File: src/rtl/uart_rx_pkg.sv
// uart_rx_pkg: shared UART constants and receiver state encoding.
// Holds the default bit period so the receiver and transmitter agree.
package uart_rx_pkg;

   // 100 MHz / 115200 baud
   localparam int UART_DIV = 868;

   typedef enum logic [2:0] {
      IDLE  = 3'd0,
      START = 3'd1,
      DATA  = 3'd2,
      STOP  = 3'd3,
      BREAK = 3'd4
   } rx_state_t;

endpackage

File: src/rtl/uart_rx_sync.sv
// uart_rx_sync: two-flop synchronizer for the serial line, resets high.
// Ports: clk, rst (sync, active-high), i_d (async in), o_q (synced out).
module uart_rx_sync (
   input  logic clk,
   input  logic rst,
   input  logic i_d,
   output logic o_q
);

   logic r_meta;
   logic r_q;

   // Reset to the idle level so reset never looks like a start bit
   always_ff @(posedge clk) begin
      if (rst) begin
         r_meta <= 1'b1;
         r_q    <= 1'b1;
      end else begin
         r_meta <= i_d;
         r_q    <= r_meta;
      end
   end

   assign o_q = r_q;

endmodule

File: src/rtl/uart_rx.sv
// uart_rx: 8N1 UART receiver, mid-bit sampling, valid/ack output.
// Ports: clk, rst, Rx_i, ack_i -> data_o, valid_o, frame_err_o,
//        overrun_o (sticky until ack), busy_o (inside a frame).
module uart_rx
   import uart_rx_pkg::*;
#(
   parameter int DIV = UART_DIV
) (
   input  logic       clk,
   input  logic       rst,
   input  logic       Rx_i,
   input  logic       ack_i,
   output logic [7:0] data_o,
   output logic       valid_o,
   output logic       frame_err_o,
   output logic       overrun_o,
   output logic       busy_o
);

   localparam int CW = $clog2(DIV);
   localparam logic [CW-1:0] HALF = CW'(DIV / 2 - 1);
   localparam logic [CW-1:0] FULL = CW'(DIV - 1);

   logic            w_rx_s;
   rx_state_t       r_state;
   logic [CW-1:0]   r_cnt;
   logic [3:0]      r_idx;
   logic [7:0]      r_shift;
   logic [7:0]      r_data;
   logic            r_valid;
   logic            r_ferr;
   logic            r_ovr;

   uart_rx_sync u_sync (
      .clk (clk),
      .rst (rst),
      .i_d (Rx_i),
      .o_q (w_rx_s)
   );

   always_ff @(posedge clk) begin
      if (rst) begin
         r_state <= IDLE;
         r_cnt   <= '0;
         r_idx   <= '0;
         r_shift <= '0;
         r_data  <= '0;
         r_valid <= 1'b0;
         r_ferr  <= 1'b0;
         r_ovr   <= 1'b0;
      end else begin
         r_ferr <= 1'b0;
         // Accepted ack; a byte completing this cycle overrides valid below
         if (r_valid && ack_i) begin
            r_valid <= 1'b0;
            r_ovr   <= 1'b0;
         end
         unique case (r_state)
            IDLE: begin
               if (!w_rx_s) begin
                  r_state <= START;
                  r_cnt   <= '0;
               end
            end
            START: begin
               // Re-check at mid start bit to reject short glitches
               if (r_cnt == HALF) begin
                  r_cnt   <= '0;
                  r_idx   <= '0;
                  r_state <= w_rx_s ? IDLE : DATA;
               end else begin
                  r_cnt <= r_cnt + CW'(1);
               end
            end
            DATA: begin
               if (r_cnt == FULL) begin
                  r_cnt   <= '0;
                  r_shift <= {w_rx_s, r_shift[7:1]};
                  r_idx   <= r_idx + 4'd1;
                  if (r_idx == 4'd7) r_state <= STOP;
               end else begin
                  r_cnt <= r_cnt + CW'(1);
               end
            end
            STOP: begin
               if (r_cnt == FULL) begin
                  r_cnt <= '0;
                  if (w_rx_s) begin
                     r_data  <= r_shift;
                     r_valid <= 1'b1;
                     if (r_valid && !ack_i) r_ovr <= 1'b1;
                     r_state <= IDLE;
                  end else begin
                     r_ferr  <= 1'b1;
                     r_state <= BREAK;
                  end
               end else begin
                  r_cnt <= r_cnt + CW'(1);
               end
            end
            BREAK: begin
               // Held-low line must return high before a new frame
               if (w_rx_s) r_state <= IDLE;
            end
            default: r_state <= IDLE;
         endcase
      end
   end

   assign data_o      = r_data;
   assign valid_o     = r_valid;
   assign frame_err_o = r_ferr;
   assign overrun_o   = r_ovr;
   assign busy_o      = (r_state != IDLE);

endmodule
File: config.mk
export PLATFORM = sky130hd
export DESIGN_NAME = uart_rx
export DESIGN_NICKNAME = d
export VERILOG_FILES = /design/src/rtl/uart_rx_pkg.sv /design/src/rtl/uart_rx_sync.sv /design/src/rtl/uart_rx.sv
export SDC_FILE = /design/constraint.sdc
export NUM_CORES = 1
export LEC_CHECK = 0
export ABC_CLOCK_PERIOD_IN_PS = 3150
export BUFFER_PORTS_ARGS = -buffer_cell sky130_fd_sc_hd__buf_4
export CELL_PAD_IN_SITES_DETAIL_PLACEMENT = 1
export CELL_PAD_IN_SITES_GLOBAL_PLACEMENT = 1
export CORE_ASPECT_RATIO = 1.4
export CORE_UTILIZATION = 35
export CTS_BUF_LIST = sky130_fd_sc_hd__clkbuf_8
export DETAILED_ROUTE_END_ITERATION = 10
export PLACE_DENSITY_LB_ADDON = 0.1
export SLEW_MARGIN = 40
export SYNTH_ARGS = -nofsm -noshare
export SYNTH_HDL_FRONTEND = slang
export SYNTH_SLANG_ARGS = --single-unit
File: constraint.sdc
create_clock -name clk -period 3.15 [get_ports clk]
set_clock_uncertainty 0.2 [all_clocks]
set_input_delay 0.315 -clock clk [delete_from_list [all_inputs] [get_ports clk]]
set_output_delay 0.315 -clock clk [all_outputs]
set_load 0.01 [all_outputs]
==> metrics, run 1 <==
status=finished clean; Clk pin slew, worst setup/hold paths=approximately 80 ps; Hold Path Cell Cnt=2; DP Wirelength=3.21 mm; n_diodes=0; GRT Total Usage=0.176; RePlAce Congestion=slightly below 0.8; Crit Reg-Reg Startpoint=r_cnt[0]; Max FO, Critical Path=5; final WL=4.32 mm; Critical Path Source=r_cnt[0]; CORE AREA=roughly 4900 sq um; Slew Viols, Final=0; clock share of power=0.413; Worst slew margin=0.611; r2r worst-path depth=6; Slew @ Worst Pin=~600 ps; global-route congestion overflow total=0; RSZ-0062 raised after global routing=no; nets=232; Int Pwr=just under 0.7 mW; most numerous cell in the Yosys netlist=nand2_1; cts hold-fix bufs=1; Die Wd=62.5 um; Clk Latency, worst-skew pair=between 200 and 300 ps; Setup WS pre-CTS=798 ps; routed wire length per instance=approximately 15 um; crit path time final=approximately 2300 ps; die area=5420 sq um; first-pass GRT wire length=roughly 7.4 mm; Longest Clk Path Bufs=2; flop2flop setup slack=820 ps; setup ws final=between 800 and 900 ps; Post-synth EDFFs=0; share of the synthesized area in the top cell type=0.424; ys flop type=dfxtp_1; fillcell total=606; Synth area leader=dfxtp_1; leakage power=0.652 nW; number of I/O port buffers=15; largest net degree at the start of global routing=38; length of the first detailed-routing pass in iterations=4; sw frac=0.241; htree depth=2; Ys Warns=0; CTS resizes=0; Area Growth Syn to Fin=12.7%; Setup violations, final=0; RR Endpoint=r_idx[1]; largest cells by area after synthesis=dfxtp_1, nand2_1, a21oi_1; initial antenna violation count=0; Final Hold Fails=0; max-cap viol count=0; Vias/cell=between 5 and 6; flops & latches, synth=38; share of cells above drive strength 1=0.159; Yosys cell types=49; Avg Inst Size Synth=roughly 8.3 sq um; syn_nets=222; Psw=0.213 mW; CTS Buf Count=5; peak supply drop=between 0.2 and 0.25 mV; clk sinks=38; P per Cell Area=439 nW/um^2; fin crit share=0.740; Initial Utilization=0.367; WP data required=3170 ps; Min-Delay Path Class=in -> reg; Mapped Area=1790 sq um; Synth top cells by count=nand2_1, dfxtp_1, a21oi_1, nor2_1; Ports=16; total power draw=0.886 mW; vias in the first global route=1607; crit path DAT=2350 ps; register area share after synthesis=0.424; Die H=about 87 um; Root Buffer=clkbuf_8; Worst Path Class, Setup=reg -> reg; Setup crit start kind=flop; initial drt markers=32; placed cell areas=1910 sq um; Via Count=roughly 1500; ANT nets after route=0; WHS=about 7.5 ps; Post-CTS Repair Setup Buffers=0; Cell Rows=30; endpoint class of the critical path=flop; Async SR Flop Fraction=0; Logic pwr share=0.038; Reg power frac=0.548; DR DRC count=0; Final Cell Area=2020 sq um; CTS tree=yes; max frequency=429 MHz; Gate Count Post-Synth=215; setup_tns=0 ps; min-delay src=ack_i
## how the worst max path moves through the flow
stage                           to  slack (ps)  cells past startpoint
final                     r_idx[1]         820                      6
after global routing          flop         590                      6
after CTS                 r_idx[1]         790                      6
after detailed placement      flop         800                      6
after global placement    r_cnt[8]         850                      6
after floorplan           r_idx[0]        1120                      6
## cells by family (layout without fill, tap and decap cells)
family,after synthesis,after routing,synth area share
fa+ha+maj,3,3,0.0209
buf+inv,18,29,0.0516
mux,2,2,0.0126
flops,38,38,0.424
compound gates,51,51,0.179
simple gates,101,101,0.302
xor+xnor,2,2,0.00977
## layout by cell type, fill, tap and decap left out, types with 2 or more instances in the layout
cell | Yosys | layout
a2111oi_0 | 2 | 2
a211oi_1 | 4 | 4
a21oi_1 | 25 | 25
a22oi_1 | 2 | 2
a311oi_1 | 2 | 2
a31oi_1 | 3 | 3
and2_1 | 2 | 2
buf_4 | 2 | 15
clkbuf_8 | 0 | 6
dfxtp_1 | 38 | 38
ha_1 | 3 | 3
inv_1 | 5 | 5
mux2_2 | 2 | 2
nand2_1 | 46 | 46
nand2_2 | 2 | 2
nand2b_1 | 3 | 3
nand3_1 | 7 | 7
nand3b_1 | 2 | 2
nand4_1 | 4 | 4
nor2_1 | 8 | 8
nor2b_1 | 2 | 2
nor3_1 | 6 | 6
nor3b_1 | 2 | 2
o21a_1 | 2 | 2
o21ai_0 | 3 | 3
or2_2 | 4 | 4
or3_1 | 3 | 3
## worst max-delay path, cell delays in order, from the launching register on
cell and delay, ps:
dfxtp_1 400, ha_1 330, nand4bb_4 190, or4_1 470, a211oi_2 350, nand3_1 140, a21oi_1 180
## power groups by stage
stage	Clock, mW	Combinational [mW]	Sequential [mW]
after floorplan	0	0.0267	0.495
after global placement	0	0.0329	0.497
after detailed placement	0	0.0338	0.497
after CTS	0.380	0.0352	0.486
after global routing	0.408	0.0375	0.487
final	0.366	0.0340	0.486
## per-layer routing
| layer | track usage | part of all wire | up-vias |
|---|---|---|---|
| met5 | 0 | 0 | - |
| met2 | 0.354 | 0.57 | 13 |
| met3 | 0.0355 | 0.019 | 7 |
| li1 | - | - | 775 |
| met4 | 0.0698 | 0.014 | 0 |
| met1 | 0.172 | 0.40 | 750 |
## sequential cells by signal (all words and copies together), names as in the netlist, named ones only
register       count
u_sync.r_meta      1
valid_o            1
r_shift            8
u_sync.o_q         1
data_o             8
frame_err_o        1
r_cnt             10
r_state            3
r_idx              4
## layout make-up
type | instances | area (sq um) | share of cell area
multi-input cells | 159 | 940 | 0.465
flip-flops and latches | 38 | 761 | 0.376
clock inverters | 2 | 16.3 | 0.00805
repair buffers | 16 | 123 | 0.0607
inverters | 5 | 18.8 | 0.00929
clock buffers | 6 | 82.6 | 0.0409
well taps | 64 | 80.1 | 0.0396
## per-stage QoR
step                      utilization  std cells
after floorplan                     -        215
after global placement          0.392        281
after detailed placement        0.392        281
after CTS                       0.414        290
after global routing            0.414        290
final                           0.414        290
Note: power is estimated with default switching activity, not from simulation.
==> inputs of run 2 (changes only) <==
- ABC_CLOCK_PERIOD_IN_PS: 3150 -> 2200
- clock period: 3.15 -> 2.2 ns (I/O delays scaled with it)
==> run 2 against run 1 <==
Non-clock buffer count rose by 19. Sequential share of layout area shrank 3.0 points. Global-route usage is 1.2 points higher. Combinational power is 76% higher. Final cell count up 6.6%.
==> metrics, run 2 (synthesis results as in run 1) <==
Root Buffer=clkbuf_8; Ports=16; largest net degree at the start of global routing=38; Longest Clk Path Bufs=2; htree depth=2; routed wire length per instance=15.2 um; CTS Buf Count=5; Vias/cell=around 5.3; initial antenna violation count=0; DR DRC count=0; endpoint class of the critical path=flop; Clk Latency, worst-skew pair=290 ps; commonest non-fill, non-tap cells in the layout=nand2_1, dfxtp_1, buf_4; placed cell areas=2050 sq um; Worst Path Class, Setup=reg -> reg; first-pass GRT wire length=7.91 mm; Worst slew margin=0.687; Final Cell Area=~2200 sq um; peak supply drop=approximately 0.42 mV; Setup violations, final=0; vias in the first global route=1706; Min-Delay Path Class=in -> reg; Final Hold Fails=0; Initial Utilization=0.367; Reg with most FFs=r_cnt; share of cells above drive strength 1=0.245; crit path DAT=2080 ps; crit path time final=roughly 2100 ps; WHS=130 ps; CORE AREA=4880 sq um; GRT Total Usage=0.188; max frequency=roughly 470 MHz; Via Count=1633; setup_tns=0 ps; total power draw=1.27 mW; Area Growth Syn to Fin=22.5%; RSZ-0062 raised after global routing=no; min-delay src=rst; DP Wirelength=between 3 and 4 mm; Max FO, Critical Path=5; final WL=4.69 mm; initial drt markers=38; Slew Viols, Final=0; Die Wd=62.5 um; CTS tree=yes; Slew @ Worst Pin=approximately 460 ps; nets=251; die area=5420 sq um; global-route congestion overflow total=0; Largest register FFs=10; RePlAce Congestion=0.836; Setup crit start kind=flop; Crit Reg-Reg Startpoint=r_cnt[1]; leakage power=roughly 0.75 nW; number of I/O port buffers=15; n_diodes=0; Critical Path Source=r_cnt[1]; WP data required=2170 ps; fin crit share=0.960; status=finished clean; length of the first detailed-routing pass in iterations=4; P per Cell Area=579 nW/um^2; most common cell after layout, fill and taps aside=nand2_1; Cell Rows=30; ANT nets after route=0; final core utilization=0.450; Clk pin slew, worst setup/hold paths=80 ps; clk sinks=38; max-cap viol count=0; Die H=86.7 um; flop2flop setup slack=90 ps
==> run 2: through the flow <==
stage / setup WS (ps) / std cells
floorplan: 170 / 215
global placement: 122 / 299
detailed placement: 22.2 / 299
CTS: 13.5 / 309
global route: 3.58 / 309
finish: 87.5 / 309
==> run 2: what timing repair did <==
action	4_1_cts	5_1_grt
setup buffers	0	0
setup endpoints to repair	0	14
endpoints found under the hold margin	3	0
gates resized for setup	0	9
hold buffers	2	0
==> run 2: area by class of cell <==
cell class / count / area [sq um]
inverters: 5 / 18.8
clock buffers: 6 / 82.6
fillers: 617 / 2680
repair buffers: 35 / 268
multi-input cells: 159 / 970
well taps: 64 / 80.1
clock inverters: 2 / 16.3
flip-flops and latches: 38 / 762
==> run 2: routing by layer <==
metal  share of wire  global-route usage
met4           0.013              0.0592
met2            0.57               0.387
met3           0.017              0.0316
met5               0                   0
met1            0.40               0.188
==> run 2: path summary, 6_finish.rpt <==
| check | endpoint | cells past startpoint |
|---|---|---|
| setup / recovery | r_idx[0] | 6 |
| hold / removal | r_idx[0] | 2 |
| setup reg to reg | r_idx[0] | 6 |
| hold reg to reg | u_sync.o_q | 1 |
==> run 2: power breakdown <==
group	leakage, nW	internal, mW	switching (mW)
Clock	0.0478	0.258	0.260
Sequential	0.307	0.690	0.00451
Combinational	0.394	0.0221	0.0376
Total	0.749	0.971	0.302
==> run 2: worst max-delay path, cell delays in order, from the launching register on <==
cell,delay [ps]
dfxtp_1,410
ha_4,180
nand4bb_4,160
or4_4,460
a211oi_4,340
mux2_2,210
nor2_1,30
